## src/rtl/mac_pkg.sv

```systemverilog
// Shared types and sizing constants for the signed multiply-accumulate stage.
// Latency: n/a (package only).
// Backpressure: n/a (package only).
package mac_pkg;

    localparam int MPLIER_W      = 32;
    localparam int PROD_W        = 2 * MPLIER_W;
    localparam int MAC_ACC_W_DEF = 72;
    localparam int MAC_CNT_W_DEF = 16;

    typedef enum logic [1:0] {
        ACCUM,
        DRAIN,
        HOLD
    } mac_state_e;

endpackage

```

## src/rtl/mplier32x32.sv

```systemverilog
// Combinational 32x32 signed multiplier producing the full 64-bit product.
// Latency: 0 cycles (purely combinational).
// Backpressure: none; the surrounding pipeline registers own flow control.
module mplier32x32
    import mac_pkg::*;
(
    input  logic signed [MPLIER_W-1:0] a,
    input  logic signed [MPLIER_W-1:0] b,
    output logic signed [PROD_W-1:0]   product
);

    assign product = a * b;

endmodule

```

## src/rtl/mac_accumulator.sv

```systemverilog
// Signed MAC: operand regs -> mplier32x32 -> product reg -> wide accumulator.
// Latency: out_valid rises 2 edges after the last-beat handshake edge.
// Backpressure: in_ready drops from the last beat until the held result is taken.
module mac_accumulator
    import mac_pkg::*;
#(
    parameter int ACC_W = MAC_ACC_W_DEF,
    parameter int CNT_W = MAC_CNT_W_DEF
) (
    input  logic                       clk,
    input  logic                       rst,
    input  logic                       in_valid,
    output logic                       in_ready,
    input  logic signed [MPLIER_W-1:0] in_a,
    input  logic signed [MPLIER_W-1:0] in_b,
    input  logic                       in_last,
    output logic                       out_valid,
    input  logic                       out_ready,
    output logic signed [ACC_W-1:0]    out_acc,
    output logic        [CNT_W-1:0]    out_count,
    output logic                       out_overflow
);

    mac_state_e state_q, state_d;

    logic                       in_fire;
    logic                       a_vld, a_last;
    logic signed [MPLIER_W-1:0] a_a, a_b;
    logic signed [PROD_W-1:0]   product;
    logic                       b_vld, b_last;
    logic signed [PROD_W-1:0]   b_prod;
    logic signed [ACC_W-1:0]    acc, prod_ext, sum;
    logic        [CNT_W-1:0]    cnt, cnt_inc;
    logic                       ovf, ovf_now;

    assign in_ready  = (state_q == ACCUM);
    assign out_valid = (state_q == HOLD);
    assign in_fire   = in_valid && in_ready;

    mplier32x32 u_mplier (
        .a       (a_a),
        .b       (a_b),
        .product (product)
    );

    // Adder isolated in its own stage so the multiplier owns the critical path.
    assign prod_ext = ACC_W'(b_prod);
    assign sum      = acc + prod_ext;
    assign ovf_now  = (acc[ACC_W-1] == prod_ext[ACC_W-1]) && (sum[ACC_W-1] != acc[ACC_W-1]);
    assign cnt_inc  = (&cnt) ? cnt : cnt + CNT_W'(1);

    always_ff @(posedge clk) begin
        if (rst) begin
            state_q      <= ACCUM;
            a_vld        <= 1'b0;
            a_last       <= 1'b0;
            a_a          <= '0;
            a_b          <= '0;
            b_vld        <= 1'b0;
            b_last       <= 1'b0;
            b_prod       <= '0;
            acc          <= '0;
            cnt          <= '0;
            ovf          <= 1'b0;
            out_acc      <= '0;
            out_count    <= '0;
            out_overflow <= 1'b0;
        end else begin
            state_q <= state_d;

            a_vld <= in_fire;
            if (in_fire) begin
                a_a    <= in_a;
                a_b    <= in_b;
                a_last <= in_last;
            end

            b_vld  <= a_vld;
            b_last <= a_vld && a_last;
            if (a_vld) begin
                b_prod <= product;
            end

            if (b_vld) begin
                if (b_last) begin
                    out_acc      <= sum;
                    out_count    <= cnt_inc;
                    out_overflow <= ovf || ovf_now;
                    acc          <= '0;
                    cnt          <= '0;
                    ovf          <= 1'b0;
                end else begin
                    acc <= sum;
                    cnt <= cnt_inc;
                    ovf <= ovf || ovf_now;
                end
            end
        end
    end

    always_comb begin
        state_d = state_q;
        case (state_q)
            ACCUM:   if (in_fire && in_last) state_d = DRAIN;
            DRAIN:   if (b_vld && b_last)    state_d = HOLD;
            HOLD:    if (out_ready)          state_d = ACCUM;
            default: state_d = ACCUM;
        endcase
    end

endmodule

```

## config.mk

```make
export PLATFORM = sky130hd
export DESIGN_NAME = mac_accumulator
export DESIGN_NICKNAME = d
export VERILOG_FILES = /design/src/rtl/mac_pkg.sv /design/src/rtl/mplier32x32.sv /design/src/rtl/mac_accumulator.sv
export SDC_FILE = /design/constraint.sdc
export NUM_CORES = 2
export LEC_CHECK = 0
export CORE_MARGIN = 2
export CORE_UTILIZATION = 68
export DETAILED_ROUTE_END_ITERATION = 8
export GPL_TIMING_DRIVEN = 1
export PLACE_DENSITY = 0.94
export SLEW_MARGIN = 20
export SYNTH_ARGS = -nofsm -noshare
export SYNTH_HDL_FRONTEND = slang
export SYNTH_HIERARCHICAL = 1
export SYNTH_SLANG_ARGS = --single-unit
```

## constraint.sdc

```tcl
create_clock -name clk -period 19.4 [get_ports clk]
set_input_delay 4.85 -clock clk [delete_from_list [all_inputs] [get_ports clk]]
set_output_delay 4.85 -clock clk [all_outputs]
set_load 0.1 [all_outputs]
```

==> results.ini <==
[status]
status = finished clean

[power_and_ir_drop]
pwr-share-clk_pct = 23.2
sw_frac_of_total_pct = 45.0
p_leak_nw = 26.1
p_int_mw = 1.70
switchingPower_mw = 1.39
total_power_mw = 3.09
p_comb_share_pct = 53.6
pwr-share-seq_pct = 23.3
p_per_area_mw_per_mm2 = 56.5
ir_drop_v = 0.0000703

[grt]
grt_start_max_net_pins = 108
grt_overflow_total = 0
grt_first_pass_wirelength_um = 240000
grt_pass1_vias = 45723
antenna_found_initial = 0
track_usage_pct = 39.4

[job]
drv_cap = 0

[setup_path]
critPathSlowestCell = fa_1
reg2reg_depth = 28
cp_max_fo = 33
path_common_cell = fa_1
reg2reg_to = b_prod[63]
crit_arrival_ns = 9.31
reg2reg_slack_ns = 10.52
crit_type = reg2reg
start_kind = flop
crit_required_ns = 19.83
slowest_delay_ns = 0.93
startpoint = a_a[31]
cp-end-kind = flop
r2r_start = a_a[31]

[floorplan]
std_cell_rows = 100
num_io_pins = 160
die_h_um = 279
die-width_um = 279
core_mm2 = 0.0747
start_util_pct = 68.8
die_area_mm2 = 0.0778

[cts]
cts_hold_buffers = 0
cts_tree = done
clock_latency_ns = 0.61
cts_buffer_depth = 3
numClockSinks = 312
htreeDepth = 2
cts.clk_slew.worst_paths_ns = 0.06
cts-buffers-inserted = 39
post_cts_resized = 0
root_buffer = clkbuf_16
post-cts-setup-buffers = 0

[cells_and_area]
drive_above_1_share_pct = 3.58
fin_util_pct = 73.3
nets = 7082
area_delta_synth_final_pct = 6.49
fillCellCount = 4644

[route]
routed_wl_um = 149000
drcViolationCount = 0
drtIter0Drc = 4867
via_per_inst = 6.35
vias = 42343
drt_pre_antenna_iters = 9
final_antenna_net_count = 0
wl_per_cell_um = 22.4

[hold_path]
hold_path.class = reg2reg
min_from = a_b[8]
min_to = a_b[8]
holdPathStages = 2

[place]
gp_congestion = 0.971
place_hpwl_um = 113000
portBuffers = 159

[timing]
max_freq_mhz = 113
slew_headroom_pct = 22.2
grt_setup_unrepaired = false
worst_pin_slew_ns = 1.17
clock_skew_ns = 0.0429
setup_tns_ns = 0
final-max-slew-violation-count = 0
hold_viol = 0
period_share_pct = 45.8
period_needed_ns = 8.88
setup_viol = 0

[synth]
synth_nets = 7129
post_synth_instance_area_mm2 = 0.0514
ys_ff_latch = 312
ys_seq_area_share_pct = 12.2
yosysUniqueCellTypes = 93
async_reset_ff_share_pct = 0
synth_cells = 5721
ys.flop_type = dfxtp_1
synth_area_per_cell_um2 = 8.99
ys_warn_count = 6
synth_edf_count = 0

worst max-delay path by stage:
stage | endpoint | depth (start not counted)
2_1_floorplan | b_prod[63] | 28
3_3_place_gp | b_prod[63] | 25
3_5_place_dp | b_prod[63] | 25
4_1_cts | b_prod[63] | 28
5_1_grt | b_prod[63] | 28
6_report | b_prod[63] | 28
critical path: cells and delay by family (launching register included):
family	cells	cell delay, ns
AOI/OAI and AO/OA	7	1.36
xor gates and xnor gates	1	0.08
and+or+nand+nor	2	0.27
DFF	1	0.32
muxes	1	0.13
adders and majority gates	9	4.84
buffers and inverters	8	1.68
placed cells by master (no fill, tap or decap), types with 22 or more instances in the layout:
cell type        synthesis  layout
a21o_1                  64      64
a21oi_1                306     306
a22o_1                  31      31
a22oi_1                 30      30
a31oi_1                 22      22
and2_1                 520     519
buf_4                    0      71
clkbuf_16                0      40
clkdlybuf4s50_1          0     158
dfxtp_1                312     306
fa_1                  1083    1083
ha_1                   256     256
inv_1                  993     993
mux2i_1                 70      70
nand2_1                844     842
nand3_1                 37      37
nand4_1                 40      40
nor2_1                 243     239
nor3_1                  42      42
o21ai_0                 89      89
o21bai_1                28      28
xnor2_1                 96      96
xor2_1                  54      54
kinds of logic (layout without fill, tap and decap cells):
kind of cell             after synthesis  count (layout)  share of synthesized area (%)
AO/OA/AOI/OAI                        712             712                           8.84
adder cells (fa/ha/maj)             1339            1339                           48.4
flip-flops                           312             312                           12.2
multiplexers                          70              70                           1.36
buffers and inverters               1313            1290                           9.68
AND/OR/NAND/NOR                     1824            1824                           17.0
XOR/XNOR                             151             151                           2.60
other                                  0               1                              0
power groups by stage:
stage / clock, mW / sequential, mW / combinational, mW
after global placement: 0 / 0.729 / 1.50
after floorplan: 0 / 0.714 / 1.13
after CTS: 0.719 / 0.718 / 1.60
final: 0.716 / 0.719 / 1.66
after detailed placement: 0 / 0.731 / 1.56
after global routing: 0.743 / 0.723 / 1.79
Yosys cell counts, types with 40 or more instances:
| cell | n | area share (%) |
|---|---|---|
| o21ai_0 | 89 | 0.87 |
| clkbuf_1 | 281 | 2.1 |
| fa_1 | 1083 | 42 |
| xor2_1 | 54 | 0.92 |
| ha_1 | 256 | 6.2 |
| xnor2_1 | 96 | 1.6 |
| nor3_1 | 42 | 0.41 |
| a21oi_1 | 306 | 3.0 |
| and2_1 | 520 | 6.3 |
| nor2_1 | 243 | 1.8 |
| inv_1 | 993 | 7.3 |
| mux2i_1 | 70 | 1.4 |
| nand2_1 | 844 | 6.2 |
| a21o_1 | 64 | 0.93 |
| nand4_1 | 40 | 0.49 |
| dfxtp_1 | 312 | 12 |
sequential cells by signal, summed over array words and instances, names as in the netlist, 2 cells and up:
register / count
acc: 72
out_count: 16
a_a: 32
state_q: 2
b_prod: 64
a_b: 32
out_acc: 72
cnt: 16
metal layers:
layer / global-route usage, % / part of all wire, %
met1: 48.1 / 34
met2: 61.8 / 46
met3: 13.0 / 13
met4: 22.3 / 6.3
met5: 0.688 / 0.048
layout make-up:
| class | instances | area (µm²) | area share (%) |
|---|---|---|---|
| inverter | 995 | 3730 | 6.82 |
| antenna | 1 | 2.50 | 0.00457 |
| clock buffer | 52 | 1100 | 2.00 |
| timing repair buffer | 230 | 2130 | 3.89 |
| tap | 969 | 1210 | 2.21 |
| clock inverter | 13 | 106 | 0.194 |
| multi-input combinational | 4096 | 40200 | 73.4 |
| sequential | 312 | 6260 | 11.4 |
through the flow:
step / setup WS, ns / instances / instance area [µm²] / hold slack (ns)
final: 10.52 / 6668 / 54700 / 0.452
after global routing: 10.15 / 6667 / 54700 / 0.474
after CTS: 10.66 / 6667 / 54700 / 0.455
after detailed placement: 10.76 / 6602 / 53500 / 0.449
after global placement: 11.18 / 6602 / 53500 / 0.439
after floorplan: 11.87 / 5721 / 51400 / 0.429
No activity file was read; power rests on OpenSTA's default activity.
